## src/rtl/spi_pkg.sv

```systemverilog
// spi_pkg: shared definitions for the SPI register-write initiator.
//   - frame field positions of the 16-bit write frame (R/W, address, data)
//   - register addresses decoded by the spi_peripheral
//   - controller state enum
//   - small helper used to size the phase timer
package spi_pkg;

  localparam int FRAME_BITS = 16;
  localparam int RW_BIT     = 15;
  localparam int ADDR_MSB   = 14;
  localparam int ADDR_LSB   = 8;
  localparam int DATA_MSB   = 7;

  localparam logic [6:0] ADDR_EN_OUT_7_0  = 7'h00;
  localparam logic [6:0] ADDR_EN_OUT_15_8 = 7'h01;
  localparam logic [6:0] ADDR_EN_PWM_7_0  = 7'h02;
  localparam logic [6:0] ADDR_EN_PWM_15_8 = 7'h03;
  localparam logic [6:0] ADDR_PWM_DUTY    = 7'h04;
  localparam logic [6:0] MAX_ADDRESS      = 7'h04;

  typedef enum logic [2:0] {
    IDLE    = 3'd0,
    SETUP   = 3'd1,
    SCLK_HI = 3'd2,
    SCLK_LO = 3'd3,
    HOLD    = 3'd4,
    GAP     = 3'd5
  } ctrl_state_t;

  function automatic int max_int(input int a, input int b);
    return (a > b) ? a : b;
  endfunction

endpackage

```

## src/rtl/spi_phase_timer.sv

```systemverilog
// spi_phase_timer: loadable down-counter with terminal-count flag.
// Ports:
//   clk, rst      system clock, async active-high reset
//   i_load        load i_load_val this cycle (a phase of N cycles loads N-1)
//   i_load_val    reload value
//   o_tc          count has reached zero (holds at zero until reloaded)
module spi_phase_timer #(
  parameter int WIDTH = 4
) (
  input  logic             clk,
  input  logic             rst,
  input  logic             i_load,
  input  logic [WIDTH-1:0] i_load_val,
  output logic             o_tc
);

  logic [WIDTH-1:0] r_count;

  always_ff @(posedge clk or posedge rst) begin
    if (rst) begin
      r_count <= '0;
    end else if (i_load) begin
      r_count <= i_load_val;
    end else if (r_count != '0) begin
      r_count <= r_count - 1'b1;
    end
  end

  assign o_tc = (r_count == '0);

endmodule

```

## src/rtl/spi_controller.sv

```systemverilog
// spi_controller: SPI mode-0 write initiator producing the 16-bit
// {R/W, addr[6:0], data[7:0]} frame, MSB first, for spi_peripheral.
// Ports:
//   clk, rst                 system clock, async active-high reset
//   req_valid/req_ready      request handshake (ready only in IDLE)
//   req_rw, req_addr, req_data  frame contents, captured on accept
//   busy                     high in every state except IDLE
//   done                     one-cycle pulse on the first IDLE cycle after a frame
//   sclk, mosi, cs_n         SPI pins, all registered
//
// state   | meaning
// IDLE    | cs_n high, waiting for a request
// SETUP   | cs_n low, first bit on mosi, CS_SETUP cycles
// SCLK_HI | sclk high for CLK_DIV cycles, mosi stable
// SCLK_LO | sclk low for CLK_DIV cycles, mosi advanced on entry
// HOLD    | cs_n low, sclk low, mosi 0 for CS_HOLD cycles
// GAP     | cs_n high for CS_GAP cycles before returning to IDLE
module spi_controller
  import spi_pkg::*;
#(
  parameter int CLK_DIV  = 4,
  parameter int CS_SETUP = 4,
  parameter int CS_HOLD  = 4,
  parameter int CS_GAP   = 8
) (
  input  logic       clk,
  input  logic       rst,
  input  logic       req_valid,
  output logic       req_ready,
  input  logic       req_rw,
  input  logic [6:0] req_addr,
  input  logic [7:0] req_data,
  output logic       busy,
  output logic       done,
  output logic       sclk,
  output logic       mosi,
  output logic       cs_n
);

  if (CLK_DIV < 3) begin : g_chk_div
    $error("spi_controller: CLK_DIV must be >= 3");
  end
  if (CS_SETUP < 1) begin : g_chk_setup
    $error("spi_controller: CS_SETUP must be >= 1");
  end
  if (CS_HOLD < 1) begin : g_chk_hold
    $error("spi_controller: CS_HOLD must be >= 1");
  end
  if (CS_GAP < 4) begin : g_chk_gap
    $error("spi_controller: CS_GAP must be >= 4");
  end

  localparam int TMAX = max_int(max_int(CLK_DIV, CS_SETUP), max_int(CS_HOLD, CS_GAP));
  localparam int TW   = $clog2(TMAX + 1);

  localparam logic [TW-1:0] LD_DIV   = TW'(CLK_DIV - 1);
  localparam logic [TW-1:0] LD_SETUP = TW'(CS_SETUP - 1);
  localparam logic [TW-1:0] LD_HOLD  = TW'(CS_HOLD - 1);
  localparam logic [TW-1:0] LD_GAP   = TW'(CS_GAP - 1);

  ctrl_state_t           r_state, w_state_nxt;
  logic [FRAME_BITS-1:0] r_shift, w_shift_nxt;
  logic [3:0]            r_bit_cnt, w_bit_cnt_nxt;
  logic                  w_load;
  logic [TW-1:0]         w_load_val;
  logic                  w_tc;
  logic [FRAME_BITS-1:0] w_frame;
  logic                  w_cs_n_nxt, w_sclk_nxt, w_mosi_nxt;
  logic                  r_cs_n, r_sclk, r_mosi, r_busy, r_done, r_ready;

  spi_phase_timer #(.WIDTH(TW)) u_timer (
    .clk        (clk),
    .rst        (rst),
    .i_load     (w_load),
    .i_load_val (w_load_val),
    .o_tc       (w_tc)
  );

  always_comb begin
    w_frame                    = '0;
    w_frame[RW_BIT]            = req_rw;
    w_frame[ADDR_MSB:ADDR_LSB] = req_addr;
    w_frame[DATA_MSB:0]        = req_data;
  end

  always_comb begin
    w_state_nxt   = r_state;
    w_shift_nxt   = r_shift;
    w_bit_cnt_nxt = r_bit_cnt;
    w_load        = 1'b0;
    w_load_val    = '0;
    case (r_state)
      IDLE: begin
        if (req_valid) begin
          w_shift_nxt   = w_frame;
          w_bit_cnt_nxt = '0;
          w_load        = 1'b1;
          w_load_val    = LD_SETUP;
          w_state_nxt   = SETUP;
        end
      end
      SETUP: begin
        if (w_tc) begin
          w_load      = 1'b1;
          w_load_val  = LD_DIV;
          w_state_nxt = SCLK_HI;
        end
      end
      SCLK_HI: begin
        if (w_tc) begin
          w_load        = 1'b1;
          w_load_val    = LD_DIV;
          w_bit_cnt_nxt = r_bit_cnt + 4'd1;
          // after the last bit there is nothing to advance; mosi keeps bit 0
          if (r_bit_cnt != 4'd15) begin
            w_shift_nxt = {r_shift[FRAME_BITS-2:0], 1'b0};
          end
          w_state_nxt = SCLK_LO;
        end
      end
      SCLK_LO: begin
        if (w_tc) begin
          w_load = 1'b1;
          // the 4-bit counter wraps to zero once all 16 HI phases are done
          if (r_bit_cnt == 4'd0) begin
            w_load_val  = LD_HOLD;
            w_state_nxt = HOLD;
          end else begin
            w_load_val  = LD_DIV;
            w_state_nxt = SCLK_HI;
          end
        end
      end
      HOLD: begin
        if (w_tc) begin
          w_load      = 1'b1;
          w_load_val  = LD_GAP;
          w_state_nxt = GAP;
        end
      end
      GAP: begin
        if (w_tc) begin
          w_state_nxt = IDLE;
        end
      end
      default: begin
        w_state_nxt = IDLE;
      end
    endcase
  end

  // pin values are decoded from the next state and registered, so the pins
  // track the state register with no combinational path from the inputs
  always_comb begin
    w_cs_n_nxt = (w_state_nxt == IDLE) || (w_state_nxt == GAP);
    w_sclk_nxt = (w_state_nxt == SCLK_HI);
    w_mosi_nxt = 1'b0;
    if ((w_state_nxt == SETUP) || (w_state_nxt == SCLK_HI) || (w_state_nxt == SCLK_LO)) begin
      w_mosi_nxt = w_shift_nxt[RW_BIT];
    end
  end

  always_ff @(posedge clk or posedge rst) begin
    if (rst) begin
      r_state   <= IDLE;
      r_shift   <= '0;
      r_bit_cnt <= '0;
      r_cs_n    <= 1'b1;
      r_sclk    <= 1'b0;
      r_mosi    <= 1'b0;
      r_busy    <= 1'b0;
      r_done    <= 1'b0;
      r_ready   <= 1'b1;
    end else begin
      r_state   <= w_state_nxt;
      r_shift   <= w_shift_nxt;
      r_bit_cnt <= w_bit_cnt_nxt;
      r_cs_n    <= w_cs_n_nxt;
      r_sclk    <= w_sclk_nxt;
      r_mosi    <= w_mosi_nxt;
      r_busy    <= (w_state_nxt != IDLE);
      r_done    <= (r_state == GAP) && (w_state_nxt == IDLE);
      r_ready   <= (w_state_nxt == IDLE);
    end
  end

  assign req_ready = r_ready;
  assign busy      = r_busy;
  assign done      = r_done;
  assign sclk      = r_sclk;
  assign mosi      = r_mosi;
  assign cs_n      = r_cs_n;

endmodule

```

## config.mk

```make
export PLATFORM = sky130hd
export DESIGN_NAME = spi_controller
export DESIGN_NICKNAME = d
export VERILOG_FILES = /design/src/rtl/spi_pkg.sv /design/src/rtl/spi_phase_timer.sv /design/src/rtl/spi_controller.sv
export SDC_FILE = /design/constraint.sdc
export NUM_CORES = 1
export LEC_CHECK = 0
export ABC_AREA = 1
export CORE_UTILIZATION = 40
export CTS_BUF_LIST = sky130_fd_sc_hd__clkbuf_8
export CTS_CLUSTER_SIZE = 25
export DETAILED_ROUTE_END_ITERATION = 16
export PLACE_DENSITY = 0.73
export SLEW_MARGIN = 25
export SYNTH_ARGS = -nofsm -noshare
export SYNTH_HDL_FRONTEND = slang
export SYNTH_SLANG_ARGS = --single-unit
export TNS_END_PERCENT = 10
```

## constraint.sdc

```tcl
create_clock -name clk -period 4.11 [get_ports clk]
set_input_delay 0.6165 -clock clk [delete_from_list [all_inputs] [get_ports clk]]
set_output_delay 0.6165 -clock clk [all_outputs]
set_load 0.01 [all_outputs]
```

# Yosys cells after proc, flatten, opt, wreduce, memory -nomap -nowiden
# Cells that the tools add are included.
[totals]
inputBits = 19
latchBits = 0
ff_bits = 33
ramBits = 0
out_inout_bits = 6
word_cells = 67
mem_bits_ro = 0
mem_count = 0
[op_classes]
magnitude_cmp = 0
n_bitwise = 0
multipliers = 0
eq_ne = 13
shift = 0
addsub = 2
mux = 25
reduce_logical = 16
n_div = 0
[ops]
columns = ["op", "n"]
rows = [
  ["$mux W16", 3],
  ["$pmux W16 S2", 1],
  ["$mux W3", 8],
  ["$pmux W3 S6", 1],
  ["$mux W4", 4],
  ["$eq A3 B2 Y1 const B", 4],
  ["$eq A3 B3 Y1 const B", 3],
  ["$pmux W3 S3", 1],
  ["$logic_not A4 Y1", 2],
  ["$pmux W4 S2", 1],
  ["$eq A3 B1 Y1 const B", 2],
  ["$logic_not A3 Y1", 2],
  ["$add A4 B1 Y4 const B", 1],
  ["$mux W2", 2],
  ["$ne A2 B2 Y1 const B", 2],
  ["$ne A4 B4 Y1 const B", 1],
  ["$reduce_and A4 Y1", 1],
  ["$reduce_bool A2 Y1", 2],
  ["$reduce_bool A4 Y1", 1],
  ["$reduce_or A4 Y1", 1],
  ["$sub A4 B1 Y4 const B", 1],
  ["$logic_or A1 B1 Y1", 3],
  ["$mux W1", 3],
  ["$reduce_and A3 Y1", 1],
  ["other kinds (5)", 5],
]

# Logic depth before layout (Yosys ltp)
[depth]
word_depth = 8
mapped_depth = 11
ltp_nobuf = 10

# By module
# A second synthesis with hierarchy kept.
[unflattened]
cells_unflattened = 212
area_unflattened_um2 = 1694.1
[modules_own_cells]
columns = ["mod", "cells_each", "n_inst", "seq_area_each_um2", "area_each_um2"]
rows = [
  ["spi_controller", 174, 1, 728.2, 1435.1],
  ["spi_phase_timer", 38, 1, 100.1, 259.0],
]

# Worst setup path after synthesis
# Ideal clock, no wire load.
[synth_path]
path_type = "register to register"
startpoint = "reg u_timer.r_count[0]"
endpoint = "reg r_done, in the netlist done"
path_stages_with_launch = 11
setup_time_ns = 0.116
path_slack_ns = 2.666
arrival_time_ns = 1.328
required_ns = 3.994
n_path_buf = 1
path_cell_list = "dfrtp_1 -> inv_1 -> ha_1 -> nand2_1 -> nor2_2 -> buf_6 -> nand3_2 -> nand2_2 -> nand2_4 -> nand3_2 -> nor2_1"
[synth_via]
elab_chain_len = 5
word_cells_on_any_way = 9
cone_classes = "6 x mux; 3 x reduce/logical"
[synth_lines]
columns = ["element", "line_no", "source"]
rows = [
  ["start, declared", "spi_phase_timer.sv:17", "logic [WIDTH-1:0] r_count;"],
  ["start signal, assigned", "spi_phase_timer.sv:23", "r_count <= i_load_val;"],
  ["start signal, assigned", "spi_phase_timer.sv:25", "r_count <= r_count - 1'b1;"],
  ["$logic_not A4 Y1 *", "spi_phase_timer.sv:29", "assign o_tc = (r_count == '0);"],
  ["$mux W3, on equally long branches", "--", ""],
  ["$pmux W3 S6 *", "spi_controller.sv:92", "case (r_state)"],
  ["$logic_not A3 Y1 *", "spi_controller.sv:182", "r_done <= (r_state == GAP) && (w_state_nxt == IDLE);"],
  ["$logic_and A1 B1 Y1 *", "spi_controller.sv:182", ""],
  ["end signal, assigned", "spi_controller.sv:182", ""],
  ["end, declared", "spi_controller.sv:69", "logic r_cs_n, r_sclk, r_mosi, r_busy, r_done, r_ready;"],
]
# Mark *: on every way between the ends. The rest lies on a longest branch, timed or not.
# A chain may end at the register's enable or synchronous reset.

# Worst setup path in the final report
[layout_path]
startpoint = "reg r_cs_n, in the netlist cs_n"
endpoint = "out cs_n"
[layout_rtl]
columns = ["element", "line_no", "source"]
rows = [
  ["start, declared", "spi_controller.sv:69", ""],
  ["start signal, assigned", "spi_controller.sv:178", "r_cs_n <= w_cs_n_nxt;"],
  ["end, declared", "spi_controller.sv:37", "output logic cs_n"],
]
# No word-level cell between the ends.

==> metrics.md <==
| Metric | Value |
|---|---|
| Status | complete, no violations |
| Flops & latches, synth | 33 |
| Dpl cell area | 1980 um2 |
| Routed wire length | 3160 um |
| Placeable Area | 4060 um2 |
| First-pass GRT wire length | 5580 um |
| RSZ-0062 raised after global routing | no |
| Worst path depth | 1 |
| Leading cell type in the layout, fill and taps excluded | nand2_1 |
| DRC Markers | 0 |
| Drt wl/cell | 11.9 um |
| Worst EP arrival | 1.31 ns |
| Bufs on Longest Clock Path | 2 |
| Total gr overflow | 0 |
| Syn. warnings | 0 |
| Largest cells by area after synthesis | dfrtp_1 (45%), nand2_1 (11%), inv_1 (3.7%) |
| Root buffer cell | clkbuf_8 |
| VDD IR max | 0.323 mV |
| Area Growth Syn to Fin | 21.2% |
| Post-CTS setup buffers | 0 |
| Share of post-route cells with drive strength above 1 | 17.6% |
| Slew @ Worst Pin | 0.654 ns |
| Reg2reg setup slack | 2.26 ns |
| Syn_area_per_cell | 9.14 um2 |
| Gr usage total | 16.7% |
| Synth top area share | 45.4% |
| FP Rows | 23 |
| Antenna cells | 0 |
| Pin count of the biggest net entering global routing | 19 |
| TNS Setup | 0 ns |
| Buf/Inv on CP | 1 |
| Commonest non-fill, non-tap cells in the layout | nand2_1 (50), dfrtp_1 (31), clkdlybuf4s50_1 (24) |
| CTS Buf Count | 5 |
| Peak Freq | 0.520 GHz |
| Vias | 1,308 |
| Clock sinks | 33 |
| Cell class contributing the biggest share of worst-path delay | buffers and inverters |
| H-tree depth | 2 |
| Sequential fraction of the synthesis area | 48.5% |
| Starting density of the core | 42.1% |
| Initial antenna violation count | 0 |
| Post-detailed-route count of antenna-violating nets | 0 |
| Worst min-delay path class | flop to flop |
| RR Endpoint | done |
| I/O Pins | 25 |
| Setup CP Type | flop to primary output |
| Share of the cycle needed by the critical path after routing | 46.8% |
| Critical Path Source | cs_n |
| Reg2Reg Depth | 10 |
| Cells after Synth | 187 |
| Final instance area | 2070 um2 |
| Tmin final | 1.92 ns |
| Slowest cell on the critical path | clkdlybuf4s50_1 |
| Die area | 4540 um2 |
| RD Place Congestion | 0.821 |
| CP Data Required Time | 3.49 ns |
| Final setup violating endpoints | 0 |
| Post-DP HPWL | 2260 um |
| Hold Violations, Final | 0 |
| Crit path cell chain | clkdlybuf4s50_1 |
| CP Capture Point | cs_n |
| Nets | 237 |
| I/O Buffers | 24 |
| Crit. End Element | primary output |
| Synth cell types | 28 |
| Final Max Slew Viols | 0 |
| Die W | 67.4 um |
| Critical path's largest stage delay | 0.52 ns |
| Total power | 1.47 mW |
| Worst-path maximum fanout | 1 |
| Die height | 67.4 um |
| CTS clock-pin slew for the worst setup and hold paths | 0.06 ns |
| Post-CTS Hold Buffers | 0 |
| Static Leak | 0.986 nW |
| RR Startpoint | u_timer.r_count[0] |
| Vias in the first global route | 1,276 |
| Slew headroom | 56.4% |
| Clock Latency Late Sink | 0.28 ns |
| Cell Pwr Density | 709 nW/um2 |
| CTS tree | built |
| Router iterations before antenna repair | 4 |
| Iter 0 DRT Violations | 52 |
| Worst clock skew | 0.00291 ns |
| Gates resized, CTS repair | 0 |
| Syn Std Cell Area | 1710 um2 |
| Final Util | 51.0% |
| Synth Net Count | 209 |
| Via-per-instance ratio | 4.92 |
| Max_cap viols | 0 |
| Crit start category | flop |
| Largest area contributor in the netlist | dfrtp_1 |
[area by class of cell]
cell class | count | area (um2)
Fill cell | 375 | 1990
Sequential cell | 33 | 828
Multi-Input combinational cell | 128 | 759
Timing Repair Buffer | 25 | 248
Clock buffer | 6 | 82.6
Inverter | 22 | 82.6
Tap cell | 50 | 62.6
Clock inverter | 2 | 7.51
[logic make-up after synthesis]
| kind of cell | share of synthesized area [%] |
|---|---|
| XOR/XNOR | 1.03 |
| flip-flops | 48.5 |
| AND/OR/NAND/NOR | 27.2 |
| buffers and inverters | 7.10 |
| AO/OA/AOI/OAI | 14.0 |
| adder cells (fa/ha/maj) | 2.20 |
[state kept, by name, indices dropped and copies added (netlist names)]
signal / flops
busy: 1
cs_n: 1
done: 1
mosi: 1
r_bit_cnt: 4
r_shift: 16
r_state: 3
req_ready: 1
sclk: 1
u_timer.r_count: 4
[how the worst min path moves through the flow]
stage	slack, ns	startpoint	cells past startpoint	endpoint
2_1_floorplan	0.44	r_shift[0]	2	r_shift[0]
3_3_place_gp	0.46	r_shift[0]	2	r_shift[0]
3_5_place_dp	0.46	r_shift[0]	2	r_shift[0]
4_1_cts	0.48	r_shift[0]	2	r_shift[0]
5_1_grt	0.50	r_shift[4]	2	r_shift[4]
6_report	0.47	r_shift[0]	2	r_shift[0]
[synthesized netlist by cell type]
cell type	count
a21oi_1	7
a21oi_2	1
a21oi_4	1
a22oi_1	7
a32oi_1	7
buf_2	1
buf_6	3
dfrtp_1	31
dfstp_2	2
ha_1	3
inv_1	17
inv_2	5
nand2_1	50
nand2_2	8
nand2_4	1
nand3_1	8
nand3_2	4
nand3_4	1
nor2_1	14
nor2_2	3
nor2_4	2
nor2_8	1
nor3_1	1
o211ai_1	3
o21ai_0	1
o21ai_1	1
o21ai_4	2
xor2_1	2
[through the flow]
| stage | instances | setup slack, ns | hold WS [ns] |
|---|---|---|---|
| floorplan | 187 | 2.67 | 0.442 |
| global placement | 258 | 2.18 | 0.457 |
| detailed placement | 258 | 2.16 | 0.463 |
| CTS | 266 | 2.17 | 0.479 |
| global route | 266 | 2.00 | 0.505 |
| finish | 266 | 2.19 | 0.471 |
[report_power, final]
part / total, mW / switching (mW) / internal, mW
Sequential: 0.557 / 0.0825 / 0.474
Combinational: 0.666 / 0.418 / 0.249
Clock: 0.244 / 0.112 / 0.131
[layer usage]
metal / routed length (um) / vias up / part of all wire [%] / GRT usage (%)
met1: 1580 / 608 / 50 / 21.7
li1: - / 669 / - / -
met4: 41 / 0 / 1.3 / 7.18
met3: 121 / 5 / 3.8 / 4.39
met2: 1410 / 26 / 45 / 26.1
met5: 0 / - / 0 / 0
Note: power is estimated with default switching activity, not from simulation.
